$ cat src/rtl/lcd_driver.sv
// lcd_driver: HSYNC/VSYNC/DE timing generator for an RGB panel, with one-cycle-early pixel request.
// Rev 1.0
`default_nettype none

module lcd_driver #(
  parameter logic [10:0] H_SYNC  = 11'd128,
  parameter logic [10:0] H_BACK  = 11'd88,
  parameter logic [10:0] H_DISP  = 11'd800,
  parameter logic [10:0] H_FRONT = 11'd40,
  parameter logic [10:0] H_TOTAL = 11'd1056,
  parameter logic [10:0] V_SYNC  = 11'd2,
  parameter logic [10:0] V_BACK  = 11'd33,
  parameter logic [10:0] V_DISP  = 11'd480,
  parameter logic [10:0] V_FRONT = 11'd10,
  parameter logic [10:0] V_TOTAL = 11'd525
) (
  input  logic        lcd_clk,
  input  logic        sys_rst_n,
  input  logic [15:0] pixel_data,
  output logic [10:0] pixel_xpos,
  output logic [10:0] pixel_ypos,
  output logic        lcd_hs,
  output logic        lcd_vs,
  output logic        lcd_de,
  output logic [15:0] lcd_rgb,
  output logic        lcd_bl,
  output logic        lcd_rst,
  output logic        lcd_pclk
);

  localparam logic [10:0] H_ACT_START = H_SYNC + H_BACK;
  localparam logic [10:0] H_ACT_END   = H_ACT_START + H_DISP;
  localparam logic [10:0] V_ACT_START = V_SYNC + V_BACK;
  localparam logic [10:0] V_ACT_END   = V_ACT_START + V_DISP;
  // The porch sum defines the period if it ever disagrees with the *_TOTAL value.
  localparam logic [10:0] H_LAST = (H_ACT_END + H_FRONT == H_TOTAL) ? H_TOTAL - 11'd1
                                                                    : H_ACT_END + H_FRONT - 11'd1;
  localparam logic [10:0] V_LAST = (V_ACT_END + V_FRONT == V_TOTAL) ? V_TOTAL - 11'd1
                                                                    : V_ACT_END + V_FRONT - 11'd1;

  logic [10:0] h_cnt;
  logic [10:0] v_cnt;
  logic        h_act;
  logic        v_act;
  logic        data_req;

  always_ff @(posedge lcd_clk or negedge sys_rst_n) begin
    if (!sys_rst_n) begin
      h_cnt <= '0;
      v_cnt <= '0;
    end else if (h_cnt == H_LAST) begin
      h_cnt <= '0;
      v_cnt <= (v_cnt == V_LAST) ? '0 : v_cnt + 11'd1;
    end else begin
      h_cnt <= h_cnt + 11'd1;
    end
  end

  always_ff @(posedge lcd_clk or negedge sys_rst_n) begin
    if (!sys_rst_n) lcd_bl <= 1'b0;
    else            lcd_bl <= 1'b1;
  end

  assign lcd_hs = (h_cnt >= H_SYNC);
  assign lcd_vs = (v_cnt >= V_SYNC);
  assign h_act  = (h_cnt >= H_ACT_START) && (h_cnt < H_ACT_END);
  assign v_act  = (v_cnt >= V_ACT_START) && (v_cnt < V_ACT_END);
  assign lcd_de = h_act && v_act;

  // Request runs one column ahead so the registered downstream stage lines up with DE.
  assign data_req   = v_act && (h_cnt >= H_ACT_START - 11'd1) && (h_cnt < H_ACT_END - 11'd1);
  assign pixel_xpos = data_req ? h_cnt - (H_ACT_START - 11'd1) : '0;
  assign pixel_ypos = data_req ? v_cnt - V_ACT_START : '0;

  assign lcd_rgb  = lcd_de ? pixel_data : 16'd0;
  assign lcd_rst  = sys_rst_n;
  assign lcd_pclk = lcd_clk;

endmodule

`default_nettype wire

$ cat config.mk
export PLATFORM = sky130hd
export DESIGN_NAME = lcd_driver
export DESIGN_NICKNAME = d
export VERILOG_FILES = /design/src/rtl/lcd_driver.sv
export SDC_FILE = /design/constraint.sdc
export NUM_CORES = 1
export LEC_CHECK = 0
export BUFFER_PORTS_ARGS = -buffer_cell sky130_fd_sc_hd__buf_2
export CORE_ASPECT_RATIO = 0.5
export CORE_MARGIN = 5
export CORE_UTILIZATION = 55
export CTS_BUF_LIST = sky130_fd_sc_hd__clkbuf_4 sky130_fd_sc_hd__clkbuf_8 sky130_fd_sc_hd__clkbuf_16
export DETAILED_ROUTE_END_ITERATION = 10
export PLACE_DENSITY = 0.87
export RECOVER_POWER = 100
export SLEW_MARGIN = 10
export SYNTH_ARGS = -nofsm -noshare
export SYNTH_HDL_FRONTEND = slang
export SYNTH_SLANG_ARGS = --single-unit
$ cat constraint.sdc
create_clock -name lcd_clk -period 5.45 [get_ports lcd_clk]
set_clock_uncertainty 0.1 [all_clocks]
set_input_delay 0.2725 -clock lcd_clk [delete_from_list [all_inputs] [get_ports lcd_clk]]
set_output_delay 0.2725 -clock lcd_clk [all_outputs]
set_load 0.02 [all_outputs]
==> impl_metrics.ini <==
[synthesis]
seq_area_frac_synth = 0.295
synth_edf_count = 0
async_reset_ff_frac = 1.00
netlist_area_mm2 = 0.00195
ys_warn_count = 0
synth_cells = 228
avgSynthCellArea_um2 = 8.57
syn-num-nets = 251
ys_types = 50
synth_ff_type = dfrtp_1
ys_ff_latch = 23

[timing]
period_share = 0.745
slew_headroom = -0.267
finalHoldViolCount = 0
setup-violations-final = 0
slew_violations = 37
worst_pin_slew_ps = 1890
period_minus_slack_ps = 4060
setup_tns_ps = 0
rsz0062_at_grt = no
worst_slack_ps = 1390
fmax_mhz = 246

[setup_path]
cp_cell_sequence = ha_1, or4_4, o21a_1, o211ai_1, a211oi_1, clkbuf_1
start_kind = flip-flop
critical_path_required_ps = 5080
slowest_delay_ps = 1450
critPathArrivalTime_ps = 3690
rrSetupSlack_ps = 2300
cp-end-kind = output pin
crit_path_top_delay_cell = o211ai_1
critical_path_class = reg -> out
reg2regPathDepth = 5
cp_max_fo = 21

[status]
violations = max-capacitance violations, max-slew violations
status = finished, violations left

[power_and_ir_drop]
leakagePower_uw = 0.000944
power_density_mw_per_mm2 = 164
ir_drop_mv = 0.0934

[floorplan]
chipWidth_um = 94.3
ioPinCount = 62
core.rowCount = 15
core-area_mm2 = 0.00343
initial_core_util = 0.569
die_area_mm2 = 0.00492
die_h_um = 52.1

[grt]
grt.overflow.total = 0
track_usage = 0.218
grt_pass1_wl_um = 8340
antenna_found_initial = 0
grt_max_degree = 25
grt_pass1_vias = 1935

[clock_network]
cts_tree = yes
clkTransAtPathRegs_ps = 80
insertion_delay_ps = 380

[placed_design]
globalplace.congestion = 0.858
pre_cts_ws_ps = 2220
hpwl_um = 3600
io_buffers = 61
placed_cell_area_mm2 = 0.00221

[route]
finalWirelength_um = 4890
first_iter_violations = 133
dr.pass1.iters = 5
wl_per_cell_um = 15.0
drc_errors = 0
vias_per_cell = 5.83
vias = 1901
ant_nets = 0

[final_layout]
insertedDiodeCount = 0
drive_gt1_frac = 0.171
final_nets = 299
final_area_mm2 = 0.00222
syn_to_final_growth_pct = 13.8
nFillCells = 296

[flow_run]
drv_cap = 2

[min_path]
min_path_cells = 1
hold_class = reg -> reg
==> layer usage <==
metal	wire length, µm	up-vias	global-route usage
met1	1980	890	0.249
met5	0	-	0
met4	99	0	0.0719
met3	411	19	0.0621
met2	2400	99	0.396
li1	-	893	-
==> critical path: cells and delay by family, from the launching register on <==
kind / cells / cell delay, ps
compound gates: 3 / 1840
fa+ha+maj: 1 / 290
buf+inv: 1 / 270
flops: 1 / 460
simple gates: 1 / 440
==> through the flow <==
stage | utilization | cells | power [µW] | hold slack (ps)
CTS | 0.671 | 326 | 367 | 325
global route | 0.647 | 326 | 377 | 463
global placement | 0.643 | 318 | 202 | 178
finish | 0.647 | 326 | 364 | 441
floorplan | - | 228 | 198 | -123
detailed placement | 0.643 | 318 | 202 | 192
==> layout by cell type, fill, tap and decap left out, types with 9 or more instances in the layout <==
cell type / count
buf_2: 24
nor2_1: 11
dfrtp_1: 23
xnor2_1: 17
clkbuf_1: 37
and2_1: 14
inv_1: 10
nand4_1: 10
a21oi_1: 9
nor3_1: 14
==> cell type report <==
class,count,area [µm²],area share
clock inverter,1,5.00,0.00225
inverter,10,37.5,0.0169
multi-input combinational,173,1190,0.535
tap,51,63.8,0.0287
sequential,23,576,0.259
clock buffer,7,86.3,0.0388
timing repair buffer,61,265,0.119
==> state kept, by name, summed over array words and instances, names as in the netlist <==
register	count
h_cnt	11
v_cnt	11
lcd_bl	1
==> power by group <==
group          switching [µW]  internal, µW  leakage [µW]
registers              0.0838           171      0.000305
logic                    5.93          4.89      0.000591
clock network            81.9           101     0.0000482
==> timing repair <==
action / in CTS / in global routing
hold buffers: 1 / 0
buffers inserted: 0 / 0
hold endpoints to repair: 23 / 0
gates resized for setup: 0 / 0
==> synthesized netlist by cell type, types with 3 or more instances <==
| cell type | n | area (µm²) |
|---|---|---|
| a21oi_1 | 9 | 45.0 |
| xor2_1 | 5 | 43.8 |
| nand4_1 | 10 | 62.6 |
| and4_1 | 3 | 26.3 |
| or3_1 | 4 | 25.0 |
| nor2b_1 | 6 | 37.5 |
| buf_4 | 3 | 22.5 |
| xnor2_1 | 17 | 149 |
| a22o_1 | 4 | 35.0 |
| ha_1 | 5 | 62.6 |
| clkbuf_1 | 9 | 33.8 |
| dfrtp_1 | 23 | 576 |
| buf_2 | 8 | 40.0 |
| inv_1 | 10 | 37.5 |
| nor3_1 | 13 | 65.1 |
| o21ai_0 | 6 | 30.0 |
| nand3_1 | 7 | 35.0 |
| and2_1 | 18 | 113 |
| nand2_1 | 8 | 30.0 |
| and3_1 | 5 | 31.3 |
| nor3_2 | 9 | 90.1 |
| nor2_1 | 11 | 41.3 |
==> worst paths after layout <==
check / from / end
max in group asynchronous: sys_rst_n / v_cnt[0]$_DFFE_PN0P_
min in group asynchronous: sys_rst_n / v_cnt[2]$_DFFE_PN0P_
setup reg to reg: h_cnt[0]$_DFF_PN0_ / v_cnt[2]$_DFFE_PN0P_
hold reg to reg: v_cnt[10]$_DFFE_PN0P_ / v_cnt[10]$_DFFE_PN0P_
setup / recovery: v_cnt[1]$_DFFE_PN0P_ / pixel_xpos[7]
hold / removal: v_cnt[10]$_DFFE_PN0P_ / v_cnt[10]$_DFFE_PN0P_
==> kinds of logic (layout without fill, tap and decap cells) <==
kind of cell / after synthesis / after routing / share of synthesized area
flops: 23 / 23 / 0.295
compound gates: 39 / 39 / 0.156
fa+ha+maj: 5 / 5 / 0.0320
xor+xnor: 22 / 22 / 0.0987
buf+inv: 32 / 79 / 0.0801
other cells: 1 / 1 / 0.00192
mux: 1 / 1 / 0.00513
simple gates: 105 / 105 / 0.332
No activity file was read; power rests on OpenSTA's default activity.
